## src/rtl/segmentation_translate_pipeline_if.sv

```systemverilog
// ---------------------------------------------------------------------------
// segmentation_translate_pipeline_if
//
// Request/response bus of the segmentation translate pipeline.
//   Request  (upstream -> pipeline): i_req_valid, o_req_ready, i_req_index,
//            i_req_offset, i_req_size, i_req_write, i_req_fetch
//   Response (pipeline -> downstream): o_rsp_valid, i_rsp_ready,
//            o_rsp_linear_address, o_rsp_fault, o_rsp_fault_code
// Signal names carry the pipeline's point of view (i_ = into the pipeline).
// modport slave  : the translate pipeline itself
// modport master : whoever drives requests and consumes responses
// ---------------------------------------------------------------------------
interface segmentation_translate_pipeline_if #(
    parameter int ADDRESS_WIDTH = 32,
    parameter int INDEX_WIDTH   = 3
);
    logic                     i_req_valid;
    logic                     o_req_ready;
    logic [INDEX_WIDTH-1:0]   i_req_index;
    logic [ADDRESS_WIDTH-1:0] i_req_offset;
    logic [1:0]               i_req_size;
    logic                     i_req_write;
    logic                     i_req_fetch;

    logic                     o_rsp_valid;
    logic                     i_rsp_ready;
    logic [ADDRESS_WIDTH-1:0] o_rsp_linear_address;
    logic                     o_rsp_fault;
    logic [2:0]               o_rsp_fault_code;

    modport slave (
        input  i_req_valid, i_req_index, i_req_offset, i_req_size,
               i_req_write, i_req_fetch, i_rsp_ready,
        output o_req_ready, o_rsp_valid, o_rsp_linear_address,
               o_rsp_fault, o_rsp_fault_code
    );

    modport master (
        output i_req_valid, i_req_index, i_req_offset, i_req_size,
               i_req_write, i_req_fetch, i_rsp_ready,
        input  o_req_ready, o_rsp_valid, o_rsp_linear_address,
               o_rsp_fault, o_rsp_fault_code
    );
endinterface

```

## src/rtl/segmentation_translate_pipeline.sv

```systemverilog
// ---------------------------------------------------------------------------
// segmentation_translate_pipeline
//
// Two-stage translation of (segment index, offset) into a linear address
// with a prioritised fault code, backed by a shadow cache of selectors and
// raw 386 descriptors for SEGMENT_COUNT segment registers (index 0 = CS).
//
// Ports:
//   clock, reset                  clock; asynchronous active-low reset
//   i_protected_mode              CR0.PE, sampled when a request is accepted
//   i_current_privilege_level     CPL, sampled when a request is accepted
//   i_load_*                      shadow entry write (selector + descriptor)
//   bus (slave)                   request / response handshake bus
//   o_accessed_set_valid/_index   accessed-bit writeback pulse (optional)
//
// Optional feature macro: SEGMENTATION_ACCESSED_WRITEBACK_EN
//   When defined, a clean protected-mode response whose descriptor has the
//   accessed bit clear sets that bit in the shadow and pulses the
//   o_accessed_set_* ports for one cycle.
//
// Fault codes: 0 none, 1 null selector, 2 not present, 3 privilege,
//              4 type, 5 limit.
// ---------------------------------------------------------------------------
module segmentation_translate_pipeline #(
    parameter int SEGMENT_COUNT = 6,
    parameter int ADDRESS_WIDTH = 32,
    parameter int INDEX_WIDTH   = $clog2(SEGMENT_COUNT)
) (
    input  logic                   clock,
    input  logic                   reset,
    input  logic                   i_protected_mode,
    input  logic [1:0]             i_current_privilege_level,
    input  logic                   i_load_valid,
    input  logic [INDEX_WIDTH-1:0] i_load_index,
    input  logic [15:0]            i_load_selector,
    input  logic [63:0]            i_load_descriptor,
    segmentation_translate_pipeline_if.slave bus
`ifdef SEGMENTATION_ACCESSED_WRITEBACK_EN
    ,
    output logic                   o_accessed_set_valid,
    output logic [INDEX_WIDTH-1:0] o_accessed_set_index
`endif
);

    localparam logic [INDEX_WIDTH:0] SEG_COUNT_W = (INDEX_WIDTH + 1)'(SEGMENT_COUNT);
    localparam logic [32:0]          ADDR_MAX    = (33'd1 << ADDRESS_WIDTH) - 33'd1;

    // ---------------------------------------------------------------------
    // Shadow cache
    // ---------------------------------------------------------------------
    logic [15:0] sel_q  [SEGMENT_COUNT];
    logic [63:0] desc_q [SEGMENT_COUNT];

    logic load_in_range;
    assign load_in_range = ({1'b0, i_load_index} < SEG_COUNT_W);

    // ---------------------------------------------------------------------
    // Handshake: a transfer happens on a rising edge where valid & ready are
    // both high. A stage holds its contents (and o_rsp_* stays stable) while
    // its valid is high and the consumer is not ready. Each stage refills
    // when it is empty or its content leaves on the same edge.
    // ---------------------------------------------------------------------
    logic s1_valid_q;
    logic s2_valid_q;
    logic s2_advance;
    logic req_ready;
    logic req_accept;

    assign s2_advance = ~s2_valid_q | bus.i_rsp_ready;
    assign req_ready  = ~s1_valid_q | s2_advance;
    assign req_accept = bus.i_req_valid & req_ready;

    // ---------------------------------------------------------------------
    // Accept-side lookup and decode (shadow as it was before this edge)
    // ---------------------------------------------------------------------
    logic [15:0] req_sel;
    logic [63:0] req_desc;
    logic [1:0]  size_m1;
    logic [32:0] end_d;
    logic [31:0] base_d;
    logic [19:0] limit_d;
    logic        unused_desc_bits;

    always_comb begin
        req_sel  = '0;
        req_desc = '0;
        if ({1'b0, bus.i_req_index} < SEG_COUNT_W) begin
            req_sel  = sel_q[bus.i_req_index];
            req_desc = desc_q[bus.i_req_index];
        end
    end

    // Reserved size 3 behaves like a 4-byte access.
    always_comb begin
        case (bus.i_req_size)
            2'd0:    size_m1 = 2'd0;
            2'd1:    size_m1 = 2'd1;
            default: size_m1 = 2'd3;
        endcase
    end

    assign end_d   = 33'(bus.i_req_offset) + {31'd0, size_m1};
    assign base_d  = {req_desc[63:56], req_desc[39:16]};
    assign limit_d = {req_desc[51:48], req_desc[15:0]};
    // AVL/L bits and the accessed bit play no part in the checks.
    assign unused_desc_bits = ^{req_desc[53:52], req_desc[40]};

    // ---------------------------------------------------------------------
    // Stage 1 registers
    // ---------------------------------------------------------------------
    logic                     s1_pm_q;
    logic [1:0]               s1_cpl_q;
    logic [INDEX_WIDTH-1:0]   s1_index_q;
    logic [ADDRESS_WIDTH-1:0] s1_offset_q;
    logic [32:0]              s1_end_q;
    logic                     s1_write_q;
    logic                     s1_fetch_q;
    logic [15:0]              s1_sel_q;
    logic [31:0]              s1_base_q;
    logic [19:0]              s1_limit_q;
    logic                     s1_g_q;
    logic                     s1_b_q;
    logic                     s1_p_q;
    logic [1:0]               s1_dpl_q;
    logic                     s1_s_q;
    logic [3:1]               s1_type_q;

    always_ff @(posedge clock or negedge reset) begin
        if (!reset) begin
            s1_valid_q  <= 1'b0;
            s1_pm_q     <= 1'b0;
            s1_cpl_q    <= '0;
            s1_index_q  <= '0;
            s1_offset_q <= '0;
            s1_end_q    <= '0;
            s1_write_q  <= 1'b0;
            s1_fetch_q  <= 1'b0;
            s1_sel_q    <= '0;
            s1_base_q   <= '0;
            s1_limit_q  <= '0;
            s1_g_q      <= 1'b0;
            s1_b_q      <= 1'b0;
            s1_p_q      <= 1'b0;
            s1_dpl_q    <= '0;
            s1_s_q      <= 1'b0;
            s1_type_q   <= '0;
        end else begin
            if (req_ready) begin
                s1_valid_q <= bus.i_req_valid;
            end
            if (req_accept) begin
                s1_pm_q     <= i_protected_mode;
                s1_cpl_q    <= i_current_privilege_level;
                s1_index_q  <= bus.i_req_index;
                s1_offset_q <= bus.i_req_offset;
                s1_end_q    <= end_d;
                s1_write_q  <= bus.i_req_write;
                s1_fetch_q  <= bus.i_req_fetch;
                s1_sel_q    <= req_sel;
                s1_base_q   <= base_d;
                s1_limit_q  <= limit_d;
                s1_g_q      <= req_desc[55];
                s1_b_q      <= req_desc[54];
                s1_p_q      <= req_desc[47];
                s1_dpl_q    <= req_desc[46:45];
                s1_s_q      <= req_desc[44];
                s1_type_q   <= req_desc[43:41];
            end
        end
    end

    // ---------------------------------------------------------------------
    // Checks and address generation feeding stage 2
    // ---------------------------------------------------------------------
    logic [31:0]              eff_limit;
    logic [31:0]              off32;
    logic [31:0]              linear32;
    logic [1:0]               max_pl;
    logic                     is_code;
    logic                     expand_down;
    logic                     null_bad;
    logic                     present_bad;
    logic                     priv_bad;
    logic                     type_bad;
    logic                     limit_bad;
    logic [ADDRESS_WIDTH-1:0] linear_d;
    logic [2:0]               fault_code_d;

    always_comb begin
        off32       = 32'(s1_offset_q);
        eff_limit   = s1_g_q ? {s1_limit_q, 12'hFFF} : {12'h000, s1_limit_q};
        max_pl      = (s1_cpl_q > s1_sel_q[1:0]) ? s1_cpl_q : s1_sel_q[1:0];
        is_code     = s1_type_q[3];
        expand_down = ~is_code & s1_type_q[2];

        null_bad    = (s1_index_q != '0) && (s1_sel_q[15:2] == 14'd0);
        present_bad = ~s1_p_q | ~s1_s_q;
        // Conforming code (code with type[2]=1) and fetches skip the check.
        priv_bad    = ~s1_fetch_q & (~is_code | ~s1_type_q[2]) & (max_pl > s1_dpl_q);
        type_bad    = (s1_write_q & is_code)
                    | (s1_write_q & ~is_code & ~s1_type_q[1])
                    | (~s1_write_q & ~s1_fetch_q & is_code & ~s1_type_q[1])
                    | (s1_fetch_q & ~is_code)
                    | (s1_write_q & (s1_index_q == '0));

        if (expand_down) begin
            // Valid offsets lie strictly above the limit, up to 64K or 4G.
            limit_bad = (off32 <= eff_limit)
                      | (s1_end_q > (s1_b_q ? 33'h0_FFFF_FFFF : 33'h0_0000_FFFF));
        end else begin
            limit_bad = (s1_end_q > {1'b0, eff_limit}) | (s1_end_q > ADDR_MAX);
        end

        fault_code_d = 3'd0;
        if (s1_pm_q) begin
            if (null_bad)         fault_code_d = 3'd1;
            else if (present_bad) fault_code_d = 3'd2;
            else if (priv_bad)    fault_code_d = 3'd3;
            else if (type_bad)    fault_code_d = 3'd4;
            else if (limit_bad)   fault_code_d = 3'd5;
        end

        linear32 = s1_pm_q ? (s1_base_q + off32) : ({12'h000, s1_sel_q, 4'h0} + off32);
        linear_d = linear32[ADDRESS_WIDTH-1:0];
    end

    // ---------------------------------------------------------------------
    // Stage 2 registers
    // ---------------------------------------------------------------------
    logic [ADDRESS_WIDTH-1:0] s2_linear_q;
    logic [2:0]               s2_code_q;
`ifdef SEGMENTATION_ACCESSED_WRITEBACK_EN
    logic [INDEX_WIDTH-1:0]   s2_index_q;
    logic                     s2_pm_q;
`endif

    always_ff @(posedge clock or negedge reset) begin
        if (!reset) begin
            s2_valid_q  <= 1'b0;
            s2_linear_q <= '0;
            s2_code_q   <= '0;
`ifdef SEGMENTATION_ACCESSED_WRITEBACK_EN
            s2_index_q  <= '0;
            s2_pm_q     <= 1'b0;
`endif
        end else if (s2_advance) begin
            s2_valid_q <= s1_valid_q;
            if (s1_valid_q) begin
                s2_linear_q <= linear_d;
                s2_code_q   <= fault_code_d;
`ifdef SEGMENTATION_ACCESSED_WRITEBACK_EN
                s2_index_q  <= s1_index_q;
                s2_pm_q     <= s1_pm_q;
`endif
            end
        end
    end

    // ---------------------------------------------------------------------
    // Accessed-bit writeback
    // ---------------------------------------------------------------------
`ifdef SEGMENTATION_ACCESSED_WRITEBACK_EN
    logic                   wb_fire;
    logic                   wb_valid_q;
    logic [INDEX_WIDTH-1:0] wb_index_q;

    // A same-edge shadow load to the same entry takes precedence.
    assign wb_fire = s2_valid_q & bus.i_rsp_ready & s2_pm_q & (s2_code_q == 3'd0)
                   & ({1'b0, s2_index_q} < SEG_COUNT_W)
                   & ~desc_q[s2_index_q][40]
                   & ~(i_load_valid & (i_load_index == s2_index_q));

    always_ff @(posedge clock or negedge reset) begin
        if (!reset) begin
            wb_valid_q <= 1'b0;
            wb_index_q <= '0;
        end else begin
            wb_valid_q <= wb_fire;
            if (wb_fire) begin
                wb_index_q <= s2_index_q;
            end
        end
    end

    assign o_accessed_set_valid = wb_valid_q;
    assign o_accessed_set_index = wb_index_q;
`endif

    always_ff @(posedge clock or negedge reset) begin
        if (!reset) begin
            for (int i = 0; i < SEGMENT_COUNT; i++) begin
                sel_q[i]  <= '0;
                desc_q[i] <= '0;
            end
        end else begin
`ifdef SEGMENTATION_ACCESSED_WRITEBACK_EN
            if (wb_fire) begin
                desc_q[s2_index_q][40] <= 1'b1;
            end
`endif
            if (i_load_valid && load_in_range) begin
                sel_q[i_load_index]  <= i_load_selector;
                desc_q[i_load_index] <= i_load_descriptor;
            end
        end
    end

    // ---------------------------------------------------------------------
    // Outputs
    // ---------------------------------------------------------------------
    assign bus.o_req_ready          = req_ready;
    assign bus.o_rsp_valid          = s2_valid_q;
    assign bus.o_rsp_linear_address = s2_linear_q;
    assign bus.o_rsp_fault_code     = s2_code_q;
    assign bus.o_rsp_fault          = (s2_code_q != 3'd0);

endmodule

```

## src/flat_wrapper.sv

```systemverilog
// flat-port wrapper written by rule: the top's interface ports become plain ports
module segmentation_translate_pipeline_flat 
#(
    parameter int SEGMENT_COUNT = 6,
    parameter int ADDRESS_WIDTH = 32,
    parameter int INDEX_WIDTH   = $clog2(SEGMENT_COUNT)
)
  (clock, reset, i_protected_mode, i_current_privilege_level, i_load_valid, i_load_index, i_load_selector, i_load_descriptor, bus_i_req_valid, bus_i_req_index, bus_i_req_offset, bus_i_req_size, bus_i_req_write, bus_i_req_fetch, bus_i_rsp_ready, bus_o_req_ready, bus_o_rsp_valid, bus_o_rsp_linear_address, bus_o_rsp_fault, bus_o_rsp_fault_code);
  segmentation_translate_pipeline_if #(.ADDRESS_WIDTH(ADDRESS_WIDTH), .INDEX_WIDTH(INDEX_WIDTH)) bus_i ();
  input  logic clock;
  input  logic reset;
  input  logic i_protected_mode;
  input  logic [1:0] i_current_privilege_level;
  input  logic i_load_valid;
  input  logic [INDEX_WIDTH-1:0] i_load_index;
  input  logic [15:0] i_load_selector;
  input  logic [63:0] i_load_descriptor;
  input wire logic [$bits(bus_i.i_req_valid)-1:0] bus_i_req_valid;
  input wire logic [$bits(bus_i.i_req_index)-1:0] bus_i_req_index;
  input wire logic [$bits(bus_i.i_req_offset)-1:0] bus_i_req_offset;
  input wire logic [$bits(bus_i.i_req_size)-1:0] bus_i_req_size;
  input wire logic [$bits(bus_i.i_req_write)-1:0] bus_i_req_write;
  input wire logic [$bits(bus_i.i_req_fetch)-1:0] bus_i_req_fetch;
  input wire logic [$bits(bus_i.i_rsp_ready)-1:0] bus_i_rsp_ready;
  output wire logic [$bits(bus_i.o_req_ready)-1:0] bus_o_req_ready;
  output wire logic [$bits(bus_i.o_rsp_valid)-1:0] bus_o_rsp_valid;
  output wire logic [$bits(bus_i.o_rsp_linear_address)-1:0] bus_o_rsp_linear_address;
  output wire logic [$bits(bus_i.o_rsp_fault)-1:0] bus_o_rsp_fault;
  output wire logic [$bits(bus_i.o_rsp_fault_code)-1:0] bus_o_rsp_fault_code;
  assign bus_i.i_req_valid = bus_i_req_valid;
  assign bus_i.i_req_index = bus_i_req_index;
  assign bus_i.i_req_offset = bus_i_req_offset;
  assign bus_i.i_req_size = bus_i_req_size;
  assign bus_i.i_req_write = bus_i_req_write;
  assign bus_i.i_req_fetch = bus_i_req_fetch;
  assign bus_i.i_rsp_ready = bus_i_rsp_ready;
  assign bus_o_req_ready = bus_i.o_req_ready;
  assign bus_o_rsp_valid = bus_i.o_rsp_valid;
  assign bus_o_rsp_linear_address = bus_i.o_rsp_linear_address;
  assign bus_o_rsp_fault = bus_i.o_rsp_fault;
  assign bus_o_rsp_fault_code = bus_i.o_rsp_fault_code;
  segmentation_translate_pipeline #(.SEGMENT_COUNT(SEGMENT_COUNT), .ADDRESS_WIDTH(ADDRESS_WIDTH), .INDEX_WIDTH(INDEX_WIDTH)) u_core (.clock(clock), .reset(reset), .i_protected_mode(i_protected_mode), .i_current_privilege_level(i_current_privilege_level), .i_load_valid(i_load_valid), .i_load_index(i_load_index), .i_load_selector(i_load_selector), .i_load_descriptor(i_load_descriptor), .bus(bus_i));
endmodule
```

## config.mk

```make
export PLATFORM = sky130hd
export DESIGN_NAME = segmentation_translate_pipeline_flat
export DESIGN_NICKNAME = d
export VERILOG_FILES = /design/src/rtl/segmentation_translate_pipeline_if.sv /design/src/rtl/segmentation_translate_pipeline.sv /design/src/flat_wrapper.sv
export SDC_FILE = /design/constraint.sdc
export NUM_CORES = 1
export LEC_CHECK = 0
export ABC_AREA = 1
export ABC_CLOCK_PERIOD_IN_PS = 3800
export CAP_MARGIN = 5
export CORE_ASPECT_RATIO = 0.7
export CORE_MARGIN = 3
export CORE_UTILIZATION = 65
export DETAILED_ROUTE_END_ITERATION = 6
export HOLD_SLACK_MARGIN = 0.05
export PLACE_DENSITY = 0.88
export SYNTH_ARGS = -nofsm -noshare
export SYNTH_HDL_FRONTEND = slang
export SYNTH_SLANG_ARGS = --single-unit
```

## constraint.sdc

```tcl
create_clock -name clock -period 3.8 [get_ports clock]
set_input_delay 0.57 -clock clock [delete_from_list [all_inputs] [get_ports clock]]
set_output_delay 0.57 -clock clock [all_outputs]
set_load 0.02 [all_outputs]
```

# After elaboration in Yosys (flattened, before gate mapping)
# Cells that the tools add are included.
# op_classes
n_addsub,3
bitwise_logic,33
shift,0
muxes,26
n_div,0
eq_ne,1
reduce_logical,9
multipliers,0
n_lt_le_gt_ge,11
# ops
operator,count
bitwise mux 384 bit,1
2-to-1 mux 64 bit,4
binary-select mux 64 bit (select 3 bit),1
demux 64 bit (select 3 bit),1
bitwise mux 96 bit,1
2-to-1 mux 32 bit,3
2-to-1 mux 16 bit,4
binary-select mux 16 bit (select 3 bit),1
demux 16 bit (select 3 bit),1
adder 32 x 2 -> 33 bit,1
> comparator 33 x 32 -> 1 bit,1
"> comparator 33 x 32 -> 1 bit, second input constant",1
> comparator 33 bit,1
adder 20 x 32 -> 32 bit,1
adder 32 bit,1
less-or-equal comparator 32 bit,1
2-to-1 mux 3 bit,6
zero test 14 bit,1
AND 1 bit,12
bitwise OR 1 bit,10
inverter 1 bit,9
">= comparator 4 bit, second input constant",2
inverter 3 -> 4 bit,2
"less-than comparator 3 bit, second input constant",2
11 further kinds,15
# word_totals
n_memories,0
latchBits,0
rom_bits,0
mem_bits_rw,0
inputBits,130
regBits,667

# Depth between registers and ports, before layout
# depth
depth_word,12
ltp_mapped,21
mapped_depth_nobuf,20

# Least setup slack after synthesis
# OpenSTA, ideal clock, no wires.
# synth_timing
path_type,input -> register
start,in bus_i_req_size[1]
end,reg u_core.s1_end_q[28]
t_arrival_ps,2460
required_ps,3665
slack_ps,1205
setup_ps,135
path_stages,15
path_cell_list,or2_2 ha_1 inv_1 fa_1 nor3_2 inv_2 nor2_2 inv_2 nor2_4 nand2_2 nor3_4 nand2_1 nor2_1 a2bb2oi_1 o41ai_1
# synth_between
elab_chain_cells,3
elab_cells_between_ends,4
classes_between,add/sub (1); eq/ne (1); mux (1); reduce/logical (1)
# synth_lines
element,line_no,rtl
from (decl),flat_wrapper.sv:21,input wire logic [$bits(bus_i.i_req_size)-1:0] bus_i_req_size;
equality test 2 x 1 -> 1 bit / zero test 2 bit (equally long branches),segmentation_translate_pipeline.sv:95,case (bus.i_req_size)
one-hot mux 2 bit (2 select lines) *,segmentation_translate_pipeline.sv:95,
adder 32 x 2 -> 33 bit *,segmentation_translate_pipeline.sv:102,"assign end_d = 33'(bus.i_req_offset) + {31'd0, size_m1};"
to (signal assigned),segmentation_translate_pipeline.sv:156,s1_end_q <= end_d;
to (decl),segmentation_translate_pipeline.sv:115,logic [32:0] s1_end_q;
# Every way passes the cells marked *; elsewhere a longest branch is shown, timed or not.
# A chain may end at the register's enable or synchronous reset.

# Worst setup path in the final report
# layout_timing
start,reg u_core.s1_g_q
end,"reg u_core.s2_code_q[0], in the netlist u_core.bus.o_rsp_fault_code[0]"
# layout_between
elab_chain_cells,10
elab_cells_between_ends,12
classes_between,order compare (2); mux (8); bitwise (2)
# layout_lines
element,line_no,rtl
from (decl),segmentation_translate_pipeline.sv:121,logic s1_g_q;
from (signal assigned),segmentation_translate_pipeline.sv:162,s1_g_q <= req_desc[55];
2-to-1 mux 32 bit *,segmentation_translate_pipeline.sv:191,"eff_limit = s1_g_q ? {s1_limit_q, 12'hFFF} : {12'h000, s1_limit_q};"
> comparator 33 x 32 -> 1 bit / less-or-equal comparator 32 bit (equally long branches),"segmentation_translate_pipeline.sv:211, segmentation_translate_pipeline.sv:208",
bitwise OR 1 bit (on tied branches),"segmentation_translate_pipeline.sv:211, segmentation_translate_pipeline.sv:209",
2-to-1 mux 1 bit *,segmentation_translate_pipeline.sv:206,if (expand_down) begin
2-to-1 mux 3 bit *,segmentation_translate_pipeline.sv:220,else if (limit_bad) fault_code_d = 3'd5;
2-to-1 mux 3 bit *,segmentation_translate_pipeline.sv:219,else if (type_bad) fault_code_d = 3'd4;
2-to-1 mux 3 bit *,segmentation_translate_pipeline.sv:218,else if (priv_bad) fault_code_d = 3'd3;
2-to-1 mux 3 bit *,segmentation_translate_pipeline.sv:217,else if (present_bad) fault_code_d = 3'd2;
2-to-1 mux 3 bit *,segmentation_translate_pipeline.sv:216,if (null_bad) fault_code_d = 3'd1;
2-to-1 mux 3 bit *,segmentation_translate_pipeline.sv:215,if (s1_pm_q) begin
to (signal assigned),segmentation_translate_pipeline.sv:250,s2_code_q <= fault_code_d;
to (decl),segmentation_translate_pipeline.sv:231,logic [2:0] s2_code_q;
# Marks and branches as above.

==> metrics.md <==
| Metric | Value |
|---|---|
| Status | finished, final reports clean |
| Setup Viol. Count Final | 0 |
| Clk buf depth | 3 |
| Worst Tran Pin Value | 0.898 ns |
| H-Tree Depth | 2 |
| Leading post-synthesis cells by cell area | dfrtp_1 (50%), nand2_1 (12%), o21ai_0 (11%) |
| PortBufs | 164 |
| Worst EP arrival | ~3.6 ns |
| Finished Layout Cells | 4745 |
| Post-DR vias/cell | about 6.3 |
| # DRC | 0 |
| Ys Warns | 0 |
| LEAKAGE | 17.8 nW |
| DRT iter0 DRCs | 4114 |
| Initial Util | 66.1% |
| Peak supply drop | 408 uV |
| Multiplexer share of the synthesized area | 2.35% |
| Final hold vios | 0 |
| Largest area contributor in the netlist | dfrtp_1 |
| Synth Area in Compound Gates | a little under a fifth |
| Post-DR wirelength/cell | 21.0 um |
| First-pass GRT wire length | approximately 160000 um |
| Final WL | 99600 um |
| Post-synthesis adder-cell area fraction | 5.23% |
| Final Max Slew Viols | 0 |
| Placement Cell Area | 35100 um2 |
| Share of cells above drive strength 1 | 4.58% |
| Largest net degree at the start of global routing | 105 |
| Cts repair resizes | 0 |
| Seq/Total Area, Yosys | between 40 and 50% |
| CTS Buf Count | 59 |
| CP endpoint kind | register |
| Critical path required time | 4.37 ns |
| CTS root buffer | clkbuf_16 |
| Unrepaired setup endpoints after global routing | no |
| Initial antenna violation count | 3 |
| Slowest stage delay, CP | 0.51 ns |
| Io pins | 168 |
| Syn Inst Count | 3973 |
| Placed cells | around 4600 |
| Fmax | roughly 330 MHz |
| Setup CP Type | register to register |
| Post-synth ARST share | 100% |
| Tmin final | 2.99 ns |
| Syn_nets | 4238 |
| Die Y | 194 um |
| DRT antenna net count | 0 |
| Worst Hold Class | primary input to register |
| CP most frequent cell | nand2_1 |
| Pwr per Cell Area | 570 nW/um2 |
| Clk slew on worst S/H paths | 0.06 ns |
| Post-CTS setup repair buffer count | 0 |
| Die area | 53200 um2 |
| Die width | 274 um |
| Number of core rows | 68 |
| Synth cell types | 57 |
| Core ar. | 49500 um2 |
| CP max stage cell | dfrtp_1 |
| Ys flop type | dfrtp_1 |
| Cell chain of the critical path | buf_4 > nand2_1 > ha_1 > nand2_1 > nor3_1 > nand4_1 > nor2_1 > nand4_1 > nand3_1 > nand2_1 > nand2_1 > nand3_1 > nand2_1 > nand2_1 > nand2_1 > nand2_1 > nand2_1 |
| Post-Syn Area | approximately 33000 um2 |
| Post-Syn Area per Cell | 8.24 um2 |
| Largest family of logic cells by synthesized area | compound AO/OA/AOI/OAI gates |
| Number of synthesized flops with an enable pin | 0 |
| P&R area growth vs syn | 13.2% |
| Most common cell in the netlist | nand2_1 |
| Crit path buf inv count | 1 |
| Final nets | roughly 4300 |
| XOR/XNOR Fraction of Synth Area | 0.508% |
| Rel. slew slack | around two fifths |
| Total track usage | a little under two fifths |
| Post-synth top cells | nand2_1 (1044), o21ai_0 (723), dfrtp_1 (649) |
| TritonRoute pass-1 iters | 6 |
| CP max FO | 22 |
| Post-route setup TNS | 0 ns |
| Setup crit start kind | register |
| Hold WS | 0.283 ns |
| Yosys top cell area share | between 40% and 50% |
| Clk_skew | ~0.017 ns |
| Final HPWL DP | slightly below 70000 um |
| Worst-Skew Late Latency | 0.64 ns |
| Via count | 29700 |
| GPL Wtd Cong | 1.04 |
| Vias in the first global route | approximately 28000 |
| Fin crit share | 78.7% |
| Post-Synth Simple-Gate Area | 17.8% |
| CTS tree | built |
| Gr ovfl total | 0 |
| Clk sinks | 649 |
| Number of max-cap violations | 0 |
| Yosys reg bits | approximately 650 |
| Layout fillers | 3569 |
| Top delay family on crit path | simple AND/OR/NAND/NOR gates |
| Final instance area | 37100 um2 |
| Total Power | 21.1 mW |
-- metrics by stage --
step | worst slack (ns) | utilization [%]
after global routing | 0.618 | 74.9
after detailed placement | 0.359 | 70.9
after global placement | 0.440 | 70.9
after CTS | 0.931 | 74.9
after floorplan | 1.20 | -
final | 0.810 | 74.9
-- registers in the layout, summed over array words and instances, names as in the netlist, 2 cells and up --
register	flops
u_core.s1_sel_q	16
u_core.desc_q	366
u_core.s1_end_q	33
u_core.s1_cpl_q	2
u_core.sel_q	96
u_core.s1_type_q	3
u_core.s1_dpl_q	2
u_core.off32	32
u_core.s1_limit_q	20
u_core.s1_index_q	3
u_core.s1_base_q	32
u_core.bus.o_rsp_fault_code	3
u_core.bus.o_rsp_linear_address	32
-- cells in the final DEF (no fill, tap or decap), types with 8 or more instances in the layout --
master              n
buf_12             19
buf_4              41
nand2_1          1037
nor3_1             24
nor2_1            269
clkbuf_1           17
o31ai_1             9
nand3_1            63
o21bai_1           10
o32ai_1            21
nand4_1            36
a21o_1              9
clkbuf_8            9
ha_1              132
dfrtp_1           649
xnor2_1            10
mux2i_1            77
o21ai_0           723
inv_1             245
clkbuf_16          59
a31oi_1            17
xor2_1              9
o211ai_1           17
clkdlybuf4s50_1   160
a21oi_1           196
nor4_1              8
o22ai_1           114
o21a_1             10
-- tightest hold or removal path, cell delays in order --
cell and delay [ns]:
buf_4 0.13, nor2_1 0.08, nor2_1 0.09
-- routing by layer --
metal	GRT usage (%)	part of all wire [%]	vias up
met1	55.5	42	14400
met5	0	0.028	-
met4	11.0	3.1	4
met2	55.1	43	1613
met3	9.56	12	200
li1	-	-	13500
-- logic make-up after synthesis --
kind of cell	after synthesis
AOI/OAI and AO/OA	1150
xor gates and xnor gates	19
adders and majority gates	135
buffers and inverters	477
DFF	649
muxes	77
and+or+nand+nor	1466
-- area by class of cell --
cell class	instances	area (um2)	area share, %
Multi-Input combinational cell	2847	14800	39.8
Sequential cell	649	16200	43.8
Clock inverter	19	279	0.753
Clock buffer	85	1660	4.49
Tap cell	665	832	2.24
Antenna cell	1	2.50	0.00675
Timing Repair Buffer	224	2330	6.30
Inverter	255	961	2.59
-- final timing paths --
kind                                    start                                  end  slack [ns]  cells past startpoint
max                             u_core.s1_g_q       u_core.bus.o_rsp_fault_code[0]        0.81                     17
min reg2reg                u_core.desc_q[135]                   u_core.desc_q[135]        0.48                      2
min                        bus_i_req_index[1]                 u_core.s1_index_q[1]        0.28                      3
max reg2reg                     u_core.s1_g_q       u_core.bus.o_rsp_fault_code[0]        0.81                     17
min in group asynchronous               reset  u_core.bus.o_rsp_linear_address[26]        0.55                      2
max in group asynchronous               reset                    u_core.desc_q[55]        2.06                      4
-- what timing repair did --
item / CTS / global route
endpoints found under the hold margin: 66 / 0
hold buffers: 1 / 0
endpoints found under the setup margin: 0 / 0
-- power by group --
part | total, mW | internal [mW] | leakage (nW) | switching (mW)
sequential | 9.41 | 8.27 | 8.10 | 1.14
clock | 6.12 | 3.45 | 0.944 | 2.68
combinational | 5.60 | 2.15 | 8.74 | 3.45
total | 21.1 | 13.9 | 17.8 | 7.27
Note: power is estimated with default switching activity, not from simulation.
